==> config.mk <==
export PLATFORM = sky130hd
export DESIGN_NAME = pipe_stage_hs
export DESIGN_NICKNAME = d
export VERILOG_FILES = /design/src/rtl/pipe_pkg.sv /design/src/rtl/pipe_sat_counter.sv /design/src/rtl/pipe_stage_hs.sv
export SDC_FILE = /design/constraint.sdc
export NUM_CORES = 1
export LEC_CHECK = 0
export ABC_AREA = 1
export CORE_MARGIN = 4
export CORE_UTILIZATION = 40
export DETAILED_ROUTE_END_ITERATION = 8
export GPL_ROUTABILITY_DRIVEN = 0
export HOLD_SLACK_MARGIN = 0.1
export PLACE_DENSITY = 0.67
export RECOVER_POWER = 25
export SLEW_MARGIN = 20
export SYNTH_ARGS = -nofsm -noshare
export SYNTH_HDL_FRONTEND = slang
export SYNTH_SLANG_ARGS = --single-unit
==> constraint.sdc <==
create_clock -name clk -period 28.4 [get_ports clk]
set_input_delay 5.68 -clock clk [delete_from_list [all_inputs] [get_ports clk]]
set_output_delay 5.68 -clock clk [all_outputs]
set_load 0.005 [all_outputs]
==> src/rtl/pipe_pkg.sv <==
// Shared types for the handshaked pipeline stage: skid FSM states and default widths.
package pipe_pkg;
  localparam int DEF_DATA_W = 128;
  localparam int DEF_CTRL_W = 24;

  typedef enum logic [1:0] {
    S_EMPTY = 2'd0,
    S_ONE   = 2'd1,
    S_FULL  = 2'd2
  } skid_state_e;

  function automatic logic [1:0] occ_of(skid_state_e s);
    case (s)
      S_ONE:   return 2'd1;
      S_FULL:  return 2'd2;
      default: return 2'd0;
    endcase
  endfunction
endpackage

==> src/rtl/pipe_sat_counter.sv <==
// Saturating up-counter: sticks at all-ones, cleared only by reset.
module pipe_sat_counter #(
  parameter int CNT_W = 32
) (
  input  logic             clk,
  input  logic             rst,
  input  logic             inc_i,
  output logic [CNT_W-1:0] cnt_o
);
  logic [CNT_W-1:0] cnt_q, cnt_d;

  always_comb begin
    cnt_d = cnt_q;
    if (inc_i && (cnt_q != '1)) cnt_d = cnt_q + 1'b1;
  end

  always_ff @(posedge clk or posedge rst) begin
    if (rst) cnt_q <= '0;
    else     cnt_q <= cnt_d;
  end

  assign cnt_o = cnt_q;
endmodule

==> src/rtl/pipe_stage_hs.sv <==
// Valid/ready pipeline register with sync flush, optional 2-entry skid and stall counter.
// Control payload reads as CTRL_CLR whenever no beat is presented.
module pipe_stage_hs import pipe_pkg::*; #(
  parameter int              DATA_W   = DEF_DATA_W,
  parameter int              CTRL_W   = DEF_CTRL_W,
  parameter logic [CTRL_W-1:0] CTRL_CLR = '0,
  parameter bit              SKID     = 1'b1,
  parameter bit              DATA_CLR = 1'b1,
  parameter int              CNT_W    = 32
) (
  input  logic              clk,
  input  logic              rst,
  input  logic              flush,
  input  logic              in_valid,
  output logic              in_ready,
  input  logic [DATA_W-1:0] in_data,
  input  logic [CTRL_W-1:0] in_ctrl,
  output logic              out_valid,
  input  logic              out_ready,
  output logic [DATA_W-1:0] out_data,
  output logic [CTRL_W-1:0] out_ctrl,
  output logic [1:0]        occupancy,
  output logic [CNT_W-1:0]  stall_cnt
);
  logic              in_xfer, out_xfer, stall_inc;
  logic              main_ld, main_from_skid;
  logic [DATA_W-1:0] skid_data, data_q, data_d;
  logic [CTRL_W-1:0] skid_ctrl, ctrl_q, ctrl_d;

  assign in_xfer   = in_valid && in_ready;
  assign out_xfer  = out_valid && out_ready;
  assign stall_inc = out_valid && !out_ready;

  generate
    if (SKID) begin : g_skid
      skid_state_e       state_q, state_d;
      logic              rdy_q, skid_ld;
      logic [DATA_W-1:0] sd_q;
      logic [CTRL_W-1:0] sc_q;

      always_ff @(posedge clk or posedge rst) begin
        if (rst) state_q <= S_EMPTY;
        else     state_q <= state_d;
      end

      always_comb begin
        state_d = state_q;
        if (flush) state_d = S_EMPTY;
        else begin
          case (state_q)
            S_EMPTY: if (in_xfer) state_d = S_ONE;
            S_ONE: begin
              if (in_xfer && !out_xfer)      state_d = S_FULL;
              else if (!in_xfer && out_xfer) state_d = S_EMPTY;
            end
            S_FULL:  if (out_xfer) state_d = S_ONE;
            default: state_d = S_EMPTY;
          endcase
        end
      end

      always_comb begin
        out_valid = (state_q != S_EMPTY);
        occupancy = occ_of(state_q);
        in_ready  = rdy_q;
      end

      // Ready is registered from the next state so it never depends on out_ready.
      always_ff @(posedge clk or posedge rst) begin
        if (rst) rdy_q <= 1'b1;
        else     rdy_q <= (state_d != S_FULL);
      end

      assign main_ld        = !flush && in_xfer &&
                              ((state_q == S_EMPTY) || ((state_q == S_ONE) && out_xfer));
      assign main_from_skid = !flush && (state_q == S_FULL) && out_xfer;
      assign skid_ld        = !flush && (state_q == S_ONE) && in_xfer && !out_xfer;

      always_ff @(posedge clk or posedge rst) begin
        if (rst) begin
          sd_q <= '0;
          sc_q <= CTRL_CLR;
        end else if (flush) begin
          if (DATA_CLR) sd_q <= '0;
          sc_q <= CTRL_CLR;
        end else if (skid_ld) begin
          sd_q <= in_data;
          sc_q <= in_ctrl;
        end
      end

      assign skid_data = sd_q;
      assign skid_ctrl = sc_q;
    end else begin : g_single
      logic vld_q, vld_d;

      assign in_ready = out_ready || !vld_q;

      always_comb begin
        vld_d = vld_q;
        if (flush)         vld_d = 1'b0;
        else if (in_xfer)  vld_d = 1'b1;
        else if (out_xfer) vld_d = 1'b0;
      end

      always_ff @(posedge clk or posedge rst) begin
        if (rst) vld_q <= 1'b0;
        else     vld_q <= vld_d;
      end

      assign out_valid      = vld_q;
      assign occupancy      = {1'b0, vld_q};
      assign main_ld        = in_xfer;
      assign main_from_skid = 1'b0;
      assign skid_data      = '0;
      assign skid_ctrl      = CTRL_CLR;
    end
  endgenerate

  // Main register shared by both modes; a drained beat leaves data in place but NOPs the control.
  always_comb begin
    data_d = data_q;
    ctrl_d = ctrl_q;
    if (flush) begin
      if (DATA_CLR) data_d = '0;
      ctrl_d = CTRL_CLR;
    end else if (main_ld) begin
      data_d = in_data;
      ctrl_d = in_ctrl;
    end else if (main_from_skid) begin
      data_d = skid_data;
      ctrl_d = skid_ctrl;
    end else if (out_xfer) begin
      ctrl_d = CTRL_CLR;
    end
  end

  always_ff @(posedge clk or posedge rst) begin
    if (rst) begin
      data_q <= '0;
      ctrl_q <= CTRL_CLR;
    end else begin
      data_q <= data_d;
      ctrl_q <= ctrl_d;
    end
  end

  assign out_data = data_q;
  assign out_ctrl = ctrl_q;

  pipe_sat_counter #(.CNT_W(CNT_W)) u_stall_cnt (
    .clk   (clk),
    .rst   (rst),
    .inc_i (stall_inc),
    .cnt_o (stall_cnt)
  );
endmodule

Word level (Yosys, flattened, before mapping). Index checks and enable logic that the tools add are counted.

Output and inout port bits: 188. Register bits after elaboration: 339. Input bits: 157. Logic and storage cells: 54.

Add/subtract/negate cells: 1. Reduce and logical (&&, ||, !) cells: 24. Eq/ne operators: 4. Multiplexer cells: 18.

Operators by type and width (number): $mux 128 (5); $mux 24 (6); $add 32x1->32 const B (1); $ne 32x32->1 const B (1); $logic_and 1x1->1 (14); $mux 2 (5); $pmux 2 s3 (1); $logic_not 1->1 (4); $pmux 2 s2 (1); $reduce_bool 2->1 (2); $reduce_bool 4->1 (1); $reduce_bool 3->1 (1); $eq 2x1->1 const B (1); $eq 2x2->1 const B (1); $logic_not 2->1 (1); $ne 2x2->1 const B (1); $logic_or 1x1->1 (1).

Depth between registers and ports, before layout.
Word-level depth: 8. Gate-level depth with buffers: 11. Mapped depth without buffers: 10.

Modules after synthesis. A second synthesis with hierarchy kept.

Cells, all modules: 2220. Area total of the unflattened synthesis: 16947.5 µm².

By module, submodules not included: pipe_stage_hs (times used 1, cells an instance 1859, seq. area each 7683.6 µm², area an instance 14690.3 µm²); pipe_sat_counter (times used 1, cells an instance 361, seq. area each 800.8 µm², area an instance 2257.2 µm²).

Worst setup path before layout. No wires, ideal clock.

Path kind: input -> register. Start point: input port in_valid. End point: register data_q[88] (netlist: out_data[88]). Path buffers: 2. Setup time: 139 ps. Data required time: 28261 ps. Setup slack: 21633 ps. Arrival: 6629 ps. Stages on the path: 7. Path through: nand2_1 > nor3_4 > nor2_2 > buf_2 > buf_2 > nand2_1 > o221ai_1.

Cells in the longest elaborated chain, start to end: 5. Elaborated cells on any way between the ends: 6. Classes of those cells: mux (2); reduce/logical (4).

RTL lines: from (decl) (line pipe_stage_hs.sv:14) `input logic in_valid,`; $logic_and 1x1->1 (*) (line pipe_stage_hs.sv:30) `assign in_xfer = in_valid && in_ready;`; $logic_and 1x1->1 (*) (2 in series) (line pipe_stage_hs.sv:74) `assign main_ld = !flush && in_xfer &&`; $mux 128 (line pipe_stage_hs.sv:127) `end else if (main_ld) begin`; $mux 128 (line pipe_stage_hs.sv:124) `if (flush) begin`; to (signal assigned) (line pipe_stage_hs.sv:143) `data_q <= data_d;`; to (decl) (line pipe_stage_hs.sv:27) `logic [DATA_W-1:0] skid_data, data_q, data_d;`.

Mark *: on every way between the ends. The rest lies on a longest branch, timed or not. A chain may end at the register's enable or synchronous reset.

Worst setup path in the final report.
Start point: input port flush. End point: register g_skid.sc_q[8].

Cells in the longest elaborated chain, start to end: 5. Elaborated cells on any way between the ends: 6. Classes of those cells: mux (1); reduce/logical (5).

RTL lines: from (decl) (line pipe_stage_hs.sv:13) `input logic flush,`; $logic_not 1->1 (line pipe_stage_hs.sv:77) `assign skid_ld = !flush && (state_q == S_ONE) && in_xfer && !out_xfer;`; $logic_and 1x1->1 (3 in series) (line pipe_stage_hs.sv:77); $reduce_bool 2->1 (no source line); to (signal assigned) (line pipe_stage_hs.sv:88) `sc_q <= in_ctrl;`; to (decl) (line pipe_stage_hs.sv:39) `logic [CTRL_W-1:0] sc_q;`.

Several ways; a longest one is shown, not always the timed one.

==> qor.csv <==
metric,value,unit
area_growth,34.8,%
io_buffers,344,
rsz0062_at_grt,no,
drt-total-wl,42600,um
route.vias.total,12288,
grt_max_degree,130,
final-setup-viol-count,0,
tns,0,ns
cap_violations,2,
crit_type,in -> reg,
cts-root-buf,clkbuf_16,
p_leak,8.98,nW
syn-num-nets,1718,
fp-row-count,69,
violations,"capacitance limit, slew limit",
synth_cell_type_count,24,
fmax,0.0907,GHz
layout_common_cells,"dfrtp_1, nand2_1, inv_1",
path_clk_slew,0.06,ns
ys_warn_count,0,
synthCells,1560,
cts_buffer_depth,3,
pwr_density_cell,60.3,nW/um^2
first_pass_iters,5,
maxSlewHeadroom,-282,%
die_h,198,um
setup_slack,17.37,ns
min_period_over_period,38.8,%
initial_core_util,40.6,%
grt_overflow_total,0,
ys_seq_area_share,58.7,%
finalNonFillerCells,2351,
h-tree-depth,2,
worstSetupStartpointType,input pin,
hpwl,27500,um
maxSlewViolCount,182,
synth_area_leaders,"dfrtp_1, nand2_1, inv_1",
ios,345,
hold-worst-slack,0.484,ns
peakVddDrop,41.8,uV
pre_cts_ws,17.80,ns
antenna_found_initial,3,
period_minus_slack,11.03,ns
status,finished with violations,
worst_pin_slew,5.70,ns
synth_seq_cells,339,
dieWidth,198,um
cp-end-kind,register,
drc,0,
final_antenna_net_count,0,
insertion_delay,0.52,ns
drtIter0Drc,845,
post_cts_buffers,0,
place_area,18200,sq um
avgRoutedWirePerCell,18.1,um
multiInputGateArea,4410,sq um
grt_pass1_vias,12789,
fin_skew,0.0131,ns
cts_hold_buffers,0,
hold_viol,0,
layout.nets,2019,
required,28.83,ns
synth.top_cell.area_share,58.5,%
p_total,1.18,mW
numCtsBuffers,36,
final_common_cell,dfrtp_1,
fillers,3175,
dp.cells,2284,
coreArea,35600,sq um
clock_sinks,339,
fin_area,19500,sq um
netlist_area,14400,sq um
finish.utilization,54.8,%
seq_area,8480,sq um
grt_pass1_wl,68600,um
hold_path_class,reg -> reg,
tritoncts,built,
drive_gt1_share,4.50,%
postCtsResizedCells,0,
avgSynthCellArea,9.26,sq um
yosysTopAreaCell,dfrtp_1,
critical_path.max_fanout,71,
viasPerCell,5.23,
arrival,11.46,ns
grt_usage,21.3,%
dieArea,39200,sq um
Yosys cell counts:
cell type / number
ha_1: 1
o21ai_0: 29
buf_2: 41
nor3_1: 1
clkbuf_1: 49
nor2_1: 58
nand3_1: 91
buf_1: 1
xnor2_1: 5
o211ai_1: 25
o221ai_1: 128
o22ai_1: 128
dfrtp_1: 338
buf_6: 2
inv_1: 314
nand4_1: 2
nand2_2: 1
nand2_1: 330
inv_2: 2
nor2_2: 3
dfstp_2: 1
xor2_1: 8
nand3_2: 1
nor3_4: 1
layout make-up:
class / instances / area share [%]
Tap cell: 461 / 2.96
Multi-Input combinational cell: 812 / 22.6
Timing Repair Buffer: 356 / 18.2
Inverter: 316 / 6.10
Clock inverter: 20 / 1.36
Sequential cell: 339 / 43.6
Antenna cell: 1 / 0.0128
Clock buffer: 46 / 5.23
worst max-delay path: stages:
cell and delay, ns:
dlygate4sd3_1 0.55, inv_1 1.34, nand3_4 1.20, nand2_4 0.98, buf_4 0.70, buf_4 0.66, nand3_1 0.14, o21ai_0 0.15
logic make-up (layout without fill, tap and decap cells):
kind of cell | Yosys count | count (layout) | share of synthesized area (%)
simple gates | 488 | 488 | 13.7
buf+inv | 409 | 738 | 11.1
flops | 339 | 339 | 58.7
compound gates | 310 | 310 | 15.6
xor+xnor | 13 | 13 | 0.788
fa+ha+maj | 1 | 1 | 0.0866
other cells | 0 | 1 | 0
flip-flops by register name, summed over array words and instances, names as in the netlist:
signal,cells
u_stall_cnt.cnt_o,32
g_skid.sd_q,128
g_skid.sc_q,24
g_skid.state_q,2
out_ctrl,24
out_data,128
in_ready,1
report_power, final:
part | internal, mW | switching, mW | leakage (nW) | total (mW)
logic | 0.0676 | 0.0739 | 3.72 | 0.141
registers | 0.509 | 0.0163 | 4.61 | 0.526
clock network | 0.310 | 0.198 | 0.646 | 0.508
total | 0.887 | 0.288 | 8.98 | 1.18
routing by layer:
metal  global-route usage, %  wire length [um]  share of wire (%)  vias up
met5                       0                27              0.063        -
met4                    5.61               933                2.2        4
met3                    6.96              3660                8.6       72
met2                    33.6             20000                 47      367
met1                    28.6             18000                 42     6065
li1                        -                 -                  -     5780
final timing paths:
path                                    startpoint                          end  slack (ns)  cells past startpoint
setup / recovery                             flush   g_skid.sc_q[8]$_DFFE_PP0P_       17.37                      8
hold / removal             out_data[7]$_DFFE_PP0P_      out_data[7]$_DFFE_PP0P_        0.48                      2
setup reg to reg                in_ready$_DFF_PP1_   g_skid.sc_q[8]$_DFFE_PP0P_       24.01                      8
hold reg to reg            out_data[7]$_DFFE_PP0P_      out_data[7]$_DFFE_PP0P_        0.48                      2
max in group asynchronous                      rst  g_skid.sd_q[43]$_DFFE_PP0P_       18.49                      2
min in group asynchronous                      rst      out_data[7]$_DFFE_PP0P_        7.39                      2
Power figures use the tool's default switching activity.
==> RTL edit 1: new RTL, same flow settings <==
Set the package constant `DEF_DATA_W` to 64 (it was 128).
--- a/src/rtl/pipe_pkg.sv
+++ b/src/rtl/pipe_pkg.sv
@@ -1,5 +1,5 @@
 // Shared types for the handshaked pipeline stage: skid FSM states and default widths.
 package pipe_pkg;
-  localparam int DEF_DATA_W = 128;
+  localparam int DEF_DATA_W = 64;
   localparam int DEF_CTRL_W = 24;
 
Interface: changed (resized in_data and out_data); port bits go from 345 to 217. No check against the original RTL was run, so the function may have changed too.
==> RTL edit 1 against the unedited design <==
The flow still finishes with violations (capacitance limit, slew limit). Sequential power decreased by 37%. Sequential cell count is 128 lower. Cell area decreased by 35%. Die area is 33% lower. Global-route usage shrank 1.5 points. Critical path depth shrank 5. Wire length fell by 39%. Area after synthesis down 35%. Setup slack improved by 250 ps. Maximum frequency increased by 2.3%. Final cell count shrank 32%. Power is 38% lower. Critical path type is now primary input to asynchronous set/reset pin. Critical endpoint is now u_stall_cnt.cnt_o[22]$_DFFE_PP0P_. Largest cell class unchanged. Highest routed layer is now met4.
==> RTL edit 1: results (changes against the unedited design) <==
- Library cells used by synthesis: 26 (was 24)
- GRT Resource Usage Total: 19.8% (was 21.3%)
- DRT iter0 DRCs: 511 (was 845)
- CTS Buf Count: 24 (was 36)
- Ant. Diodes: 0 (was 1)
- Share of layout cells above drive strength 1: 4.82% (was 4.50%)
- Wire length on met1: 11.4 mm (was 18.0 mm)
- Non-Filler Instances: 1600 (was 2351)
- Sequential element share of the synthesized area: 56.0% (was 58.7%)
- IO buf count: 216 (was 344)
- Routed wire per std cell: 16.2 um (was 18.1 um)
- Failing checks: capacitance limit, slew limit (unchanged)
- Fin. max-slew vios: 204 (was 182)
- XOR/XNOR Fraction of Synth Area: 1.21% (was 0.788%)
- Vias in the first global route: 8221 (was 12800)
- Highest routed layer: met4 (was met5)
- Status: finished, violations left (unchanged)
- H-tree levels: 1 (was 2)
- Initial antenna violation count: 0 (was 3)
- Power share of the sequential group: 45.5% (was 44.7%)
- Clock skew: 7.97 ps (was 13.1 ps)
- Via count: 8123 (was 12300)
- VDD IR-drop max: 0.0353 mV (was 0.0418 mV)
- WL met3: 1.67 mm (was 3.66 mm)
- Synth Net Count: 1171 (was 1718)
- Relative slew slack: -193% (was -282%)
- Clock group: 303 uW (was 508 uW)
- Slowest stage cell, crit path: clkinvlp_2 (was inv_1)
- Fillers: 2051 (was 3175)
- Commonest cells in the netlist: nand2_1 (264), dfrtp_1 (210), inv_1 (185), nand3_1 (92) (was dfrtp_1 (338), nand2_1 (330), inv_1 (314), o221ai_1 (128), o22ai_1 (128))
- Final net count: 1364 (was 2019)
- TritonRoute pass-1 iters: 6 (was 5)
- Ranking of synthesized cells by area: dfrtp_1 (56%), nand2_1 (11%), inv_1 (7.4%) (was dfrtp_1 (59%), nand2_1 (8.6%), inv_1 (8.2%))
- Arrival @ worst endpoint: 10820 ps (was 11460 ps)
- Max Cap Violations: 3 (was 2)
==> RTL edit 1: routing by layer <==
metal | GRT usage (%) | vias up
met1 | 27.4 | 3878
li1 | - | 3932
met5 | 0 | -
met2 | 33.1 | 278
met4 | 4.50 | 0
met3 | 3.19 | 35
==> RTL edit 1: final cells by class <==
cell class	count	share of cell area (%)
clock buffers	35	5.58
clock inverters	8	0.626
inverters	188	5.62
multi-input cells	620	25.4
flip-flops and latches	211	42.0
well taps	313	3.11
repair buffers	225	17.7
==> RTL edit 1: per-stage QoR <==
step / utilization [%] / setup slack (ps) / cell area [um2] / hold slack [ps] / power [mW]
after floorplan: - / 16960 / 9440 / 483 / 0.376
after global placement: 51.6 / 19790 / 11800 / 476 / 0.428
final: 54.9 / 17620 / 12600 / 493 / 0.726
after global routing: 54.9 / 16540 / 12600 / 524 / 0.759
after CTS: 55.0 / 20190 / 12600 / 495 / 0.734
after detailed placement: 51.6 / 19680 / 11800 / 476 / 0.429
==> RTL edit 1: path summary, 6_finish.rpt <==
| kind | cells past startpoint | startpoint | endpoint | slack [ps] |
|---|---|---|---|---|
| worst min-delay path | 2 | out_data[51]$_DFFE_PP0P_ | out_data[51]$_DFFE_PP0P_ | 490 |
| min in group asynchronous | 2 | rst | out_data[41]$_DFFE_PP0P_ | 6960 |
| max in group clk | 9 | flush | g_skid.sc_q[2]$_DFFE_PP0P_ | 18610 |
| worst max-delay path | 3 | rst | u_stall_cnt.cnt_o[22]$_DFFE_PP0P_ | 17620 |
| worst min register to register | 2 | out_data[51]$_DFFE_PP0P_ | out_data[51]$_DFFE_PP0P_ | 490 |
| worst max register to register | 10 | u_stall_cnt.cnt_o[0]$_DFFE_PP0P_ | u_stall_cnt.cnt_o[17]$_DFFE_PP0P_ | 25260 |
==> RTL edit 2: new RTL, config.mk and constraints unchanged <==
Without the edit above. Make the reset (`rst`) synchronous in 6 clocked blocks.
--- a/src/rtl/pipe_sat_counter.sv
+++ b/src/rtl/pipe_sat_counter.sv
@@ -15,5 +15,5 @@
   end
 
-  always_ff @(posedge clk or posedge rst) begin
+  always_ff @(posedge clk) begin
     if (rst) cnt_q <= '0;
     else     cnt_q <= cnt_d;
--- a/src/rtl/pipe_stage_hs.sv
+++ b/src/rtl/pipe_stage_hs.sv
@@ -39,5 +39,5 @@
       logic [CTRL_W-1:0] sc_q;
 
-      always_ff @(posedge clk or posedge rst) begin
+      always_ff @(posedge clk) begin
         if (rst) state_q <= S_EMPTY;
         else     state_q <= state_d;
@@ -67,5 +67,5 @@
 
       // Ready is registered from the next state so it never depends on out_ready.
-      always_ff @(posedge clk or posedge rst) begin
+      always_ff @(posedge clk) begin
         if (rst) rdy_q <= 1'b1;
         else     rdy_q <= (state_d != S_FULL);
@@ -77,5 +77,5 @@
       assign skid_ld        = !flush && (state_q == S_ONE) && in_xfer && !out_xfer;
 
-      always_ff @(posedge clk or posedge rst) begin
+      always_ff @(posedge clk) begin
         if (rst) begin
           sd_q <= '0;
@@ -104,5 +104,5 @@
       end
 
-      always_ff @(posedge clk or posedge rst) begin
+      always_ff @(posedge clk) begin
         if (rst) vld_q <= 1'b0;
         else     vld_q <= vld_d;
@@ -136,5 +136,5 @@
   end
 
-  always_ff @(posedge clk or posedge rst) begin
+  always_ff @(posedge clk) begin
     if (rst) begin
       data_q <= '0;
Check against the original RTL: not settled (the Yosys comparison gave no result); the edit may change what the design does.
==> RTL edit 2 against the unedited design <==
Area after synthesis decreased by 4.9%. Power decreased by 11%. Via count increased by 7.0%. Cell area decreased by 4.7%. Register-to-register slack improved by 1100 ps. Setup slack improved by 2400 ps. Clock power decreased by 4%. Global-route usage decreased by 0.38 points. Clock skew decreased by 2.1 ps. Wire length decreased by 4.3%. Sequential cell count unchanged. Sequential share of layout area decreased by 7.0 points. Critical endpoint is now g_skid.sd_q[44]$_SDFFE_PP0P_.
==> RTL edit 2: results (changes against the unedited design) <==
- Status: finished clean (was finished, violations left)
- Reg2reg setup slack: 25150 ps (was 24010 ps)
- Commonest cells in the netlist: nand2_1 (585), dfxtp_1 (339), inv_1 (184), a21oi_1 (158), o21ai_0 (157) (was dfrtp_1 (338), nand2_1 (330), inv_1 (314), o221ai_1 (128), o22ai_1 (128))
- Ant. Diodes: 2 (was 1)
- Seq pwr: 485 uW (was 526 uW)
- Via count: 13100 (was 12300)
- Max incr delay on CP: 760 ps (was 1340 ps)
- Sequential element share of the synthesized area: 49.4% (was 58.7%)
- Slowest stage cell, crit path: buf_4 (was inv_1)
- Ys async rst share: 0% (was 100%)
- Fraction of area in multi-input gates: 30.7% (was 22.6%)
- Dpl cells: 2542 (was 2284)
- Period minus WS final: 8630 ps (was 11030 ps)
- Wire length on met1: 18.0 mm (about the same)
- Arrival @ worst endpoint: 9080 ps (was 11460 ps)
- Layout multi-input combinational cell count: 1210 (was 812)
- Ranking of synthesized cells by area: dfxtp_1 (49%), nand2_1 (16%), a31oi_1 (6.9%) (was dfrtp_1 (59%), nand2_1 (8.6%), inv_1 (8.2%))
- Final hold slack: 443 ps (was 484 ps)
- Met3 Use GR: 4.75% (was 6.96%)
- Slew @ Worst Pin: 1280 ps (was 5700 ps)
- Non-CTS inverters: 191 (was 316)
- Crit path capture: g_skid.sd_q[44]$_SDFFE_PP0P_ (was g_skid.sc_q[8]$_DFFE_PP0P_)
- Final WL: 40.8 mm (was 42.6 mm)
- Dpl ws: 19020 ps (was 17800 ps)
- Vias per cell: 5.03 (was 5.23)
- Depth of the worst register-to-register path: 6 (was 8)
-- RTL edit 2: how the worst min path moves through the flow --
| stage | start | endpoint | cells after the start |
|---|---|---|---|
| 2_1_floorplan | g_skid.sd_q[82]$_SDFFE_PP0P_ | g_skid.sd_q[82]$_SDFFE_PP0P_ | 2 |
| 3_3_place_gp | g_skid.sd_q[48]$_SDFFE_PP0P_ | g_skid.sd_q[48]$_SDFFE_PP0P_ | 2 |
| 3_5_place_dp | g_skid.sd_q[86]$_SDFFE_PP0P_ | g_skid.sd_q[86]$_SDFFE_PP0P_ | 2 |
| 4_1_cts | g_skid.sd_q[86]$_SDFFE_PP0P_ | g_skid.sd_q[86]$_SDFFE_PP0P_ | 2 |
| 5_1_grt | g_skid.sd_q[102]$_SDFFE_PP0P_ | g_skid.sd_q[102]$_SDFFE_PP0P_ | 2 |
| 6_report | g_skid.sd_q[9]$_SDFFE_PP0P_ | g_skid.sd_q[9]$_SDFFE_PP0P_ | 2 |
